--- config.mk ---
export PLATFORM = sky130hd
export DESIGN_NAME = ahb_rr_arbiter_flat
export DESIGN_NICKNAME = d
export VERILOG_FILES = /design/src/rtl/ahb_rr_arbiter_if.sv /design/src/rtl/ahb_rr_arbiter.sv /design/src/flat_wrapper.sv
export SDC_FILE = /design/constraint.sdc
export NUM_CORES = 1
export LEC_CHECK = 0
export CORE_MARGIN = 2
export CORE_UTILIZATION = 60
export CTS_CLUSTER_SIZE = 30
export DETAILED_ROUTE_END_ITERATION = 10
export GPL_ROUTABILITY_DRIVEN = 0
export PLACE_DENSITY = 0.85
export SYNTH_ARGS = -nofsm -noshare
export SYNTH_HDL_FRONTEND = slang
export SYNTH_SLANG_ARGS = --single-unit
--- constraint.sdc ---
create_clock -name Hclk -period 5.35 [get_ports Hclk]
set_input_delay 0.535 -clock Hclk [delete_from_list [all_inputs] [get_ports Hclk]]
set_output_delay 0.535 -clock Hclk [all_outputs]
set_load 0.01 [all_outputs]
--- src/rtl/ahb_rr_arbiter_if.sv ---
`default_nettype none
// ============================================================================
//  Module      : ahb_rr_arbiter_if
//  Description : Bundle of the arbiter's request/grant signals.
//                slave  - arbiter view: samples requests, drives grant/owner.
//                master - requester/bench view: drives requests and Hready,
//                         observes grant/owner.
//  Ports       : Hbusreq, Hlock  per-master request / locked request
//                Htrans, Hready  muxed address-phase type, bus ready
//                Hgrant          one-hot grant
//                Hmaster         address-phase owner index
//                Hmastlock       address phase is locked
//                arb_state       FSM state for debug
//  Revision    : 1.0  initial release
// ============================================================================
interface ahb_rr_arbiter_if #(
    parameter int NUM_MASTERS = 4,
    parameter int MIDX_W      = 2
);
    logic [NUM_MASTERS-1:0] Hbusreq;
    logic [NUM_MASTERS-1:0] Hlock;
    logic [1:0]             Htrans;
    logic                   Hready;
    logic [NUM_MASTERS-1:0] Hgrant;
    logic [MIDX_W-1:0]      Hmaster;
    logic                   Hmastlock;
    logic [1:0]             arb_state;

    modport slave (
        input  Hbusreq, Hlock, Htrans, Hready,
        output Hgrant, Hmaster, Hmastlock, arb_state
    );

    modport master (
        output Hbusreq, Hlock, Htrans, Hready,
        input  Hgrant, Hmaster, Hmastlock, arb_state
    );
endinterface
`default_nettype wire

--- src/rtl/ahb_rr_arbiter.sv ---
`default_nettype none
// ============================================================================
//  Module      : ahb_rr_arbiter
//  Description : Round-robin AHB arbiter with beat-hold limit, locked
//                sequences and parking on DEFAULT_MASTER. All state changes
//                only on Hready-high edges, so a transfer is never split.
//  Ports       : Hclk    rising-edge clock
//                Hreset  synchronous active-high reset
//                bus     ahb_rr_arbiter_if.slave (requests in, grant out)
//  Revision    : 1.0  initial release
// ============================================================================
module ahb_rr_arbiter #(
    parameter int NUM_MASTERS    = 4,
    parameter int MIDX_W         = 2,
    parameter int MAX_HOLD       = 16,
    parameter int DEFAULT_MASTER = 0
) (
    input  logic                 Hclk,
    input  logic                 Hreset,
    ahb_rr_arbiter_if.slave      bus
);

    typedef enum logic [1:0] {
        PARK = 2'b00,
        OWN  = 2'b01,
        LOCK = 2'b10
    } state_t;

    localparam logic [MIDX_W-1:0]      DEF_IDX   = MIDX_W'(DEFAULT_MASTER);
    localparam logic [NUM_MASTERS-1:0] DEF_GRANT = NUM_MASTERS'(1) << DEFAULT_MASTER;
    localparam logic [7:0]             HOLD_MAX  = 8'(MAX_HOLD);
    localparam logic [7:0]             HOLD_LAST = 8'(MAX_HOLD - 1);

    state_t                 state, state_nxt;
    logic [NUM_MASTERS-1:0] grant, grant_nxt;
    logic [MIDX_W-1:0]      master;
    logic                   mastlock;
    logic [7:0]             hold_cnt, hold_nxt;
    logic [MIDX_W-1:0]      rr_ptr, rr_nxt;

    logic [MIDX_W-1:0]      cur;
    logic                   beat;
    logic                   others;
    logic                   req_cur;
    logic                   lock_cur;
    logic [MIDX_W-1:0]      win_cur;
    logic [MIDX_W-1:0]      win_park;

    // First requester scanning base+1, base+2, ... wrapping, ending at base.
    function automatic logic [MIDX_W-1:0] rr_pick(
        input logic [MIDX_W-1:0]      base,
        input logic [NUM_MASTERS-1:0] req
    );
        logic [MIDX_W-1:0] pick;
        logic              found;
        int                idx;
        pick  = base;
        found = 1'b0;
        for (int i = 1; i <= NUM_MASTERS; i++) begin
            idx = int'(base) + i;
            if (idx >= NUM_MASTERS) idx = idx - NUM_MASTERS;
            if (!found && req[idx[MIDX_W-1:0]]) begin
                pick  = idx[MIDX_W-1:0];
                found = 1'b1;
            end
        end
        return pick;
    endfunction

    function automatic logic [NUM_MASTERS-1:0] onehot(input logic [MIDX_W-1:0] idx);
        return NUM_MASTERS'(1) << idx;
    endfunction

    always_comb begin
        cur = '0;
        for (int i = 0; i < NUM_MASTERS; i++) begin
            if (grant[i]) cur = MIDX_W'(i);
        end
    end

    // Only NONSEQ/SEQ count; BUSY and IDLE are not beats.
    assign beat     = bus.Hready & ((bus.Htrans == 2'b10) | (bus.Htrans == 2'b11));
    assign others   = |(bus.Hbusreq & ~grant);
    assign req_cur  = bus.Hbusreq[cur];
    assign lock_cur = bus.Hlock[cur];
    assign win_cur  = rr_pick(cur, bus.Hbusreq);
    assign win_park = rr_pick(rr_ptr, bus.Hbusreq);

    always_comb begin
        state_nxt = state;
        grant_nxt = grant;
        rr_nxt    = rr_ptr;
        hold_nxt  = hold_cnt;

        case (state)
            PARK: begin
                if (|bus.Hbusreq) begin
                    grant_nxt = onehot(win_park);
                    rr_nxt    = win_park;
                    state_nxt = bus.Hlock[win_park] ? LOCK : OWN;
                end
            end
            OWN, LOCK: begin
                // A locked owner keeps the bus; otherwise (including the
                // edge a lock ends) the ordinary ownership rules apply.
                if (state == LOCK && lock_cur && req_cur) begin
                    state_nxt = LOCK;
                end else if (!req_cur) begin
                    if (others) begin
                        grant_nxt = onehot(win_cur);
                        rr_nxt    = win_cur;
                        state_nxt = bus.Hlock[win_cur] ? LOCK : OWN;
                    end else begin
                        grant_nxt = DEF_GRANT;
                        state_nxt = PARK;
                    end
                end else if (lock_cur) begin
                    state_nxt = LOCK;
                end else if (others && hold_cnt >= HOLD_LAST && beat) begin
                    grant_nxt = onehot(win_cur);
                    rr_nxt    = win_cur;
                    state_nxt = bus.Hlock[win_cur] ? LOCK : OWN;
                end else begin
                    state_nxt = OWN;
                end
            end
            default: begin
                grant_nxt = DEF_GRANT;
                state_nxt = PARK;
            end
        endcase

        if (grant_nxt != grant) begin
            hold_nxt = '0;
        end else if (beat && hold_cnt < HOLD_MAX) begin
            hold_nxt = hold_cnt + 8'd1;
        end
    end

    always_ff @(posedge Hclk) begin
        if (Hreset) begin
            state    <= PARK;
            grant    <= DEF_GRANT;
            master   <= DEF_IDX;
            mastlock <= 1'b0;
            hold_cnt <= '0;
            rr_ptr   <= DEF_IDX;
        end else if (bus.Hready) begin
            state    <= state_nxt;
            grant    <= grant_nxt;
            rr_ptr   <= rr_nxt;
            hold_cnt <= hold_nxt;
            // Owner trails the grant by one Hready cycle.
            master   <= cur;
            mastlock <= lock_cur & req_cur;
        end
    end

    assign bus.Hgrant    = grant;
    assign bus.Hmaster   = master;
    assign bus.Hmastlock = mastlock;
    assign bus.arb_state = state;

endmodule
`default_nettype wire

--- src/flat_wrapper.sv ---
// flat-port wrapper written by rule: the top's interface ports become plain ports
module ahb_rr_arbiter_flat 
#(
    parameter int NUM_MASTERS    = 4,
    parameter int MIDX_W         = 2,
    parameter int MAX_HOLD       = 16,
    parameter int DEFAULT_MASTER = 0
)
  (Hclk, Hreset, bus_Hbusreq, bus_Hlock, bus_Htrans, bus_Hready, bus_Hgrant, bus_Hmaster, bus_Hmastlock, bus_arb_state);
  ahb_rr_arbiter_if #(.NUM_MASTERS(NUM_MASTERS), .MIDX_W(MIDX_W)) bus_i ();
  input  logic Hclk;
  input  logic Hreset;
  input wire logic [$bits(bus_i.Hbusreq)-1:0] bus_Hbusreq;
  input wire logic [$bits(bus_i.Hlock)-1:0] bus_Hlock;
  input wire logic [$bits(bus_i.Htrans)-1:0] bus_Htrans;
  input wire logic [$bits(bus_i.Hready)-1:0] bus_Hready;
  output wire logic [$bits(bus_i.Hgrant)-1:0] bus_Hgrant;
  output wire logic [$bits(bus_i.Hmaster)-1:0] bus_Hmaster;
  output wire logic [$bits(bus_i.Hmastlock)-1:0] bus_Hmastlock;
  output wire logic [$bits(bus_i.arb_state)-1:0] bus_arb_state;
  assign bus_i.Hbusreq = bus_Hbusreq;
  assign bus_i.Hlock = bus_Hlock;
  assign bus_i.Htrans = bus_Htrans;
  assign bus_i.Hready = bus_Hready;
  assign bus_Hgrant = bus_i.Hgrant;
  assign bus_Hmaster = bus_i.Hmaster;
  assign bus_Hmastlock = bus_i.Hmastlock;
  assign bus_arb_state = bus_i.arb_state;
  ahb_rr_arbiter #(.NUM_MASTERS(NUM_MASTERS), .MIDX_W(MIDX_W), .MAX_HOLD(MAX_HOLD), .DEFAULT_MASTER(DEFAULT_MASTER)) u_core (.Hclk(Hclk), .Hreset(Hreset), .bus(bus_i));
endmodule
# After elaboration in Yosys (flattened, before gate mapping)
# Cells that the tools add are included.
[word_totals]
reg_bits = 19
input_bits = 13
out_inout_bits = 9
word_cells = 161
[op_classes]
add_sub_neg = 17
n_lt_le_gt_ge = 21
eq_ne = 10
shifts = 2
mux = 74
bitwise = 5
reduce_logical = 26
[ops]
columns = ["operator", "n"]
rows = [
  ["2-bit 2-to-1 mux", 32],
  ["2-bit by 3-bit < comparator with 1-bit output, second input constant", 11],
  ["1-bit binary-select mux with 2-bit select", 12],
  ["4-bit 2-to-1 mux", 6],
  ["1-bit 2-to-1 mux", 19],
  ["3-bit greater-or-equal comparator, second input constant", 6],
  ["8-bit 2-to-1 mux", 2],
  ["2-bit by 1-bit subtractor with 2-bit output, second input constant", 8],
  ["2-bit by 2-bit adder with 3-bit output, second input constant", 4],
  ["1-bit logical AND", 11],
  ["2-bit by 3-bit adder with 4-bit output, second input constant", 2],
  ["8-bit by 1-bit adder with 8-bit output, second input constant", 1],
  ["4-bit by 3-bit greater-or-equal comparator with 1-bit output, second input constant", 2],
  ["8-bit by 4-bit greater-or-equal comparator with 1-bit output, second input constant", 1],
  ["8-bit by 5-bit < comparator with 1-bit output, second input constant", 1],
  ["2-bit one-hot mux with 2 select lines", 2],
  ["4-bit one-hot mux with 2 select lines", 1],
  ["4-bit OR reduction", 2],
  ["1-bit by 2-bit left shift with 4-bit output, first input constant", 2],
  ["7-bit AND reduction", 1],
  ["2-bit by 1-bit adder with 3-bit output, second input constant", 2],
  ["2-bit equality test, second input constant", 3],
  ["1-bit zero test", 6],
  ["3-bit != test, second input constant", 2],
  ["other kinds (13)", 16],
]

# Depth between registers and ports, before layout
[depth]
depth_word = 27
mapped_depth = 12
ltp_nobuf = 10

# Worst setup path before layout
# No wires, ideal clock.
[synth_path]
kind = "input-to-reg"
start = "input port bus_Hbusreq[2]"
end = "register u_core.hold_cnt[5]"
setup_time_ns = 0.080
arrival_ns = 2.623
t_required_ns = 5.270
slack_ns = 2.647
cell_stages = 11
path_buffers = 2
path_cell_list = "buf_2 mux2i_1 a221oi_2 a31oi_1 o311ai_4 o2111ai_1 a31oi_1 o2111ai_1 or2_1 buf_6 a211oi_2"
[synth_between]
elab_chain_len = 21
word_cells_on_any_way = 63
classes_between = "eq/ne (1); shift (2); mux (40); bitwise (1); reduce/logical (19)"
[synth_lines]
columns = ["item", "line", "text"]
rows = [
  ["start: declaration", "flat_wrapper.sv:13", "input wire logic [$bits(bus_i.Hbusreq)-1:0] bus_Hbusreq;"],
  ["1-bit binary-select mux with 2-bit select", "ahb_rr_arbiter.sv:62", "if (!found && req[idx[MIDX_W-1:0]]) begin"],
  ["1-bit 2-to-1 mux (not written as such)", "ahb_rr_arbiter.sv:62", ""],
  ["1-bit 2-to-1 mux", "ahb_rr_arbiter.sv:62", ""],
  ["1-bit zero test", "ahb_rr_arbiter.sv:62", ""],
  ["1-bit logical AND", "ahb_rr_arbiter.sv:62", ""],
  ["1-bit 2-to-1 mux", "ahb_rr_arbiter.sv:62", ""],
  ["1-bit zero test", "ahb_rr_arbiter.sv:62", ""],
  ["1-bit logical AND", "ahb_rr_arbiter.sv:62", ""],
  ["(+5 left out)", "--", ""],
  ["4-bit 2-to-1 mux", "ahb_rr_arbiter.sv:119", "end else if (others && hold_cnt >= HOLD_LAST && beat) begin"],
  ["4-bit 2-to-1 mux", "ahb_rr_arbiter.sv:117", "end else if (lock_cur) begin"],
  ["4-bit 2-to-1 mux", "ahb_rr_arbiter.sv:108", "end else if (!req_cur) begin"],
  ["4-bit 2-to-1 mux", "ahb_rr_arbiter.sv:106", "if (state == LOCK && lock_cur && req_cur) begin"],
  ["4-bit one-hot mux with 2 select lines (*)", "ahb_rr_arbiter.sv:95", "case (state)"],
  ["4-bit != test (*)", "ahb_rr_arbiter.sv:133", "if (grant_nxt != grant) begin"],
  ["2-bit nonzero test (no source line)", "--", ""],
  ["2-bit AND reduction (no source line)", "--", ""],
  ["end signal: assignment", "ahb_rr_arbiter.sv:152", "hold_cnt <= hold_nxt;"],
  ["end: declaration", "ahb_rr_arbiter.sv:38", "logic [7:0] hold_cnt, hold_nxt;"],
]
# Every way passes the cells marked *; elsewhere a longest branch is shown, timed or not. The select of a mux whose other input is x is not followed.
# A chain may end at the register's enable or synchronous reset.

# Final worst setup path
[layout_path]
start = "input port bus_Hbusreq[1]"
end = "register u_core.hold_cnt[3]"
# The elaborated chain is that of the path after synthesis.

==> flow_summary.ini <==
[status]
status = completed

[pwr]
p_leak_nw = 0.6667
ir_worst_vdd_uv = 248.0
p_per_area_nw_per_um2 = 301.1

[logic_synthesis]
postSynthAreaPerCell_um2 = 7.621
syn_inst = 230
ys_types = 62
synth_area_um2 = 1753
synth_nets = 246
synth_seq_cells = 19
synth_ff_type = dfxtp_1
async_flop_share = 0
synth-edff-count = 0
yosysWarnings = 0
yosysSeqAreaShare = 0.2170

[placed_design]
dp_hpwl_um = 2834
io_buffer_count = 20
dp.cells = 263
placed_area_um2 = 1893

[global_route]
grt_max_degree = 24
grt_pass1_wl_um = 6679
grt_use_met2 = 0.4075
antenna_found_initial = 0
grt_pass1_vias = 1513
grt_overflow_total = 0
gr-usage-met3 = 0.02232
top_usage_layer = met2
met1_usage = 0.3397
grtUsageTotal = 0.2503

[route]
post_drt_wl_per_cell_um = 14.79
via_per_inst = 6.498
wl_um = 3950
drt_iter0_markers = 171
ant_nets = 0
drt_drc_violations_left = 0
dr.pass1.iters = 4
routed-via-count = 1735

[timing]
fin_skew_ns = 0.003084
fmax_mhz = 287.6
tightest_slew_ns = 0.8873
final_max_slew_viol_count = 0
finalHoldViolations = 0
tns_ns = 0
setup_viol = 0
period_share = 0.6500
min_period_ns = 3.477
relSlewSlack = 0.4066
rsz0062_at_grt = no

[clocking]
cts.sink_count = 19
cts.clk_slew.worst_paths_ns = 0.10
post-cts-setup-buffer-count = 0
cts_resized = 0
cts_buffer_depth = 2
cts_buffers = 3
cts_tree = built
cts_root_buf = clkbuf_4
cts_hold_repair.buffers = 0
clk_latency_ns = 0.30
h-tree-depth = 1

[setup_path]
crit_slowest_cell = clkdlybuf4s50_1
cp-start-kind = input port
critical_path.top_delay_family = compound AO/OA/AOI/OAI gates
critical-path-max-stage-delay_ns = 0.78
r2r_start = u_core.bus.Hgrant[3]
required_ns = 5.57
crit_type = input port to flip-flop
arrival_ns = 3.69
critPathBufInv = 1
path_cells = clkdlybuf4s50_1 -> mux2i_1 -> a221oi_2 -> a31oi_1 -> o311ai_4 -> o2111ai_1 -> a31oi_1 -> o2111ai_1 -> or2_1 -> a211oi_2
crit_path_end_kind = flip-flop
r2r_setup_slack_ns = 2.13
critical_path.startpoint = bus_Hbusreq[1]
path_max_fanout = 14

[floorplanning]
die_height_um = 58.05
initial_core_util = 0.6357
die_area_um2 = 3370
die_w_um = 58.05
num_rows = 19
design.core.area_um2 = 2758
ios = 22

[cells_and_area]
fin_area_um2 = 1919
layoutNonFillerInstCount = 267
fin_nets = 253
drive_gt1_frac = 0.08051
n_antenna_cell = 0
area_growth_pct = 9.493

[min_path]
hold_start = u_core.hold_cnt[5]
holdCritPathClass = flip-flop to flip-flop

[flow_run]
max_cap_viol_count = 0
## flip-flops by register name, indices dropped and copies added (netlist names)
signal                cells
u_core.bus.Hgrant         4
u_core.bus.Hmaster        2
u_core.bus.Hmastlock      1
u_core.bus.arb_state      2
u_core.hold_cnt           8
u_core.rr_ptr             2
## synth_stat cells (2+ instances only)
cell type	number	area, um2
a211oi_1	11	82.58
clkbuf_1	9	33.78
a211o_1	4	35.03
mux2_2	2	22.52
buf_6	3	33.78
a22oi_1	4	30.03
nand2b_1	3	18.77
o21a_1	3	22.52
inv_1	15	56.30
nand4_1	2	12.51
or2_1	3	18.77
nor2b_1	7	43.79
a31oi_1	4	25.02
nor4_1	2	12.51
a21o_1	2	15.01
buf_2	4	20.02
nand2_1	19	71.32
o21ai_0	14	70.07
o2111ai_1	3	26.28
nor2_1	22	82.58
dfxtp_1	19	380.4
o22ai_1	2	12.51
nand3b_1	4	30.03
o31ai_1	2	15.01
o211ai_1	3	22.52
nand3_1	6	30.03
mux2i_1	4	40.04
xor2_1	2	17.52
a21boi_1	2	15.01
a21oi_1	8	40.04
a211oi_2	6	75.07
nor3b_1	4	30.03
ha_1	3	37.54
## worst paths after layout
path | endpoint | cells after the start
worst min-delay path | u_core.hold_cnt[5] | 2
worst min register to register | u_core.hold_cnt[5] | 2
worst max register to register | u_core.hold_cnt[3] | 9
worst max-delay path | u_core.hold_cnt[3] | 10
## through the flow
stage	utilization	worst slack [ns]	total power, mW	hold slack (ns)
2_1_floorplan	-	2.647	0.4389	0.4197
3_3_place_gp	0.6865	1.591	0.5005	0.4305
3_5_place_dp	0.6865	1.564	0.5035	0.4295
4_1_cts	0.6960	1.878	0.5783	0.4504
5_1_grt	0.6960	1.587	0.6255	0.4711
6_report	0.6960	1.873	0.5779	0.4471
## metal layers
metal / vias to the layer above / part of all wire
met5: - / 0
li1: 874 / -
met3: 5 / 0.055
met1: 805 / 0.50
met2: 51 / 0.43
met4: 0 / 0.013
## tightest hold or removal path: stages, from the launching register on
cell and delay (ns):
dfxtp_1 0.32, inv_1 0.06, a211oi_2 0.03
## layout make-up
type	instances	area, um2
clock buffer	4	26.28
tap	31	38.79
inverter	15	56.30
multi-input combinational	178	1217
timing repair buffer	20	200.2
fill	240	838.3
sequential	19	380.4
## cells in the final DEF (no fill, tap or decap), types with 2 or more instances in the layout
| master | n |
|---|---|
| a21boi_1 | 2 |
| nor3b_1 | 4 |
| a211o_1 | 4 |
| o21ai_0 | 14 |
| a21oi_1 | 8 |
| or2_1 | 3 |
| o2111ai_1 | 3 |
| clkbuf_4 | 3 |
| a211oi_1 | 11 |
| o21a_1 | 3 |
| xor2_1 | 2 |
| mux2_2 | 2 |
| mux2i_1 | 4 |
| nand4_1 | 2 |
| nand3b_1 | 4 |
| a21o_1 | 2 |
| clkdlybuf4s50_1 | 20 |
| nand2b_1 | 3 |
| nor2_1 | 22 |
| nor4_1 | 2 |
| a31oi_1 | 4 |
| ha_1 | 3 |
| nand2_1 | 19 |
| a211oi_2 | 6 |
| o211ai_1 | 3 |
| dfxtp_1 | 19 |
| o22ai_1 | 2 |
| inv_1 | 15 |
| a22oi_1 | 4 |
| nand3_1 | 6 |
| o31ai_1 | 2 |
| nor2b_1 | 7 |
## report_power, final
part	internal, mW	switching (mW)	leakage (nW)	total (mW)
Sequential	0.156	0.0281	0.155	0.184
Combinational	0.141	0.180	0.497	0.321
Clock	0.0292	0.0438	0.0150	0.0730
Total	0.326	0.252	0.667	0.578
## cell families (layout without fill, tap and decap cells)
family,Yosys count,count (layout),synth area share
adders and majority gates,3,3,0.02142
and+or+nand+nor,83,83,0.2491
muxes,6,6,0.03569
DFF,19,19,0.2170
buffers and inverters,33,39,0.08850
AOI/OAI and AO/OA,83,83,0.3733
xor gates and xnor gates,3,3,0.01499
Note: power is estimated with default switching activity, not from simulation.
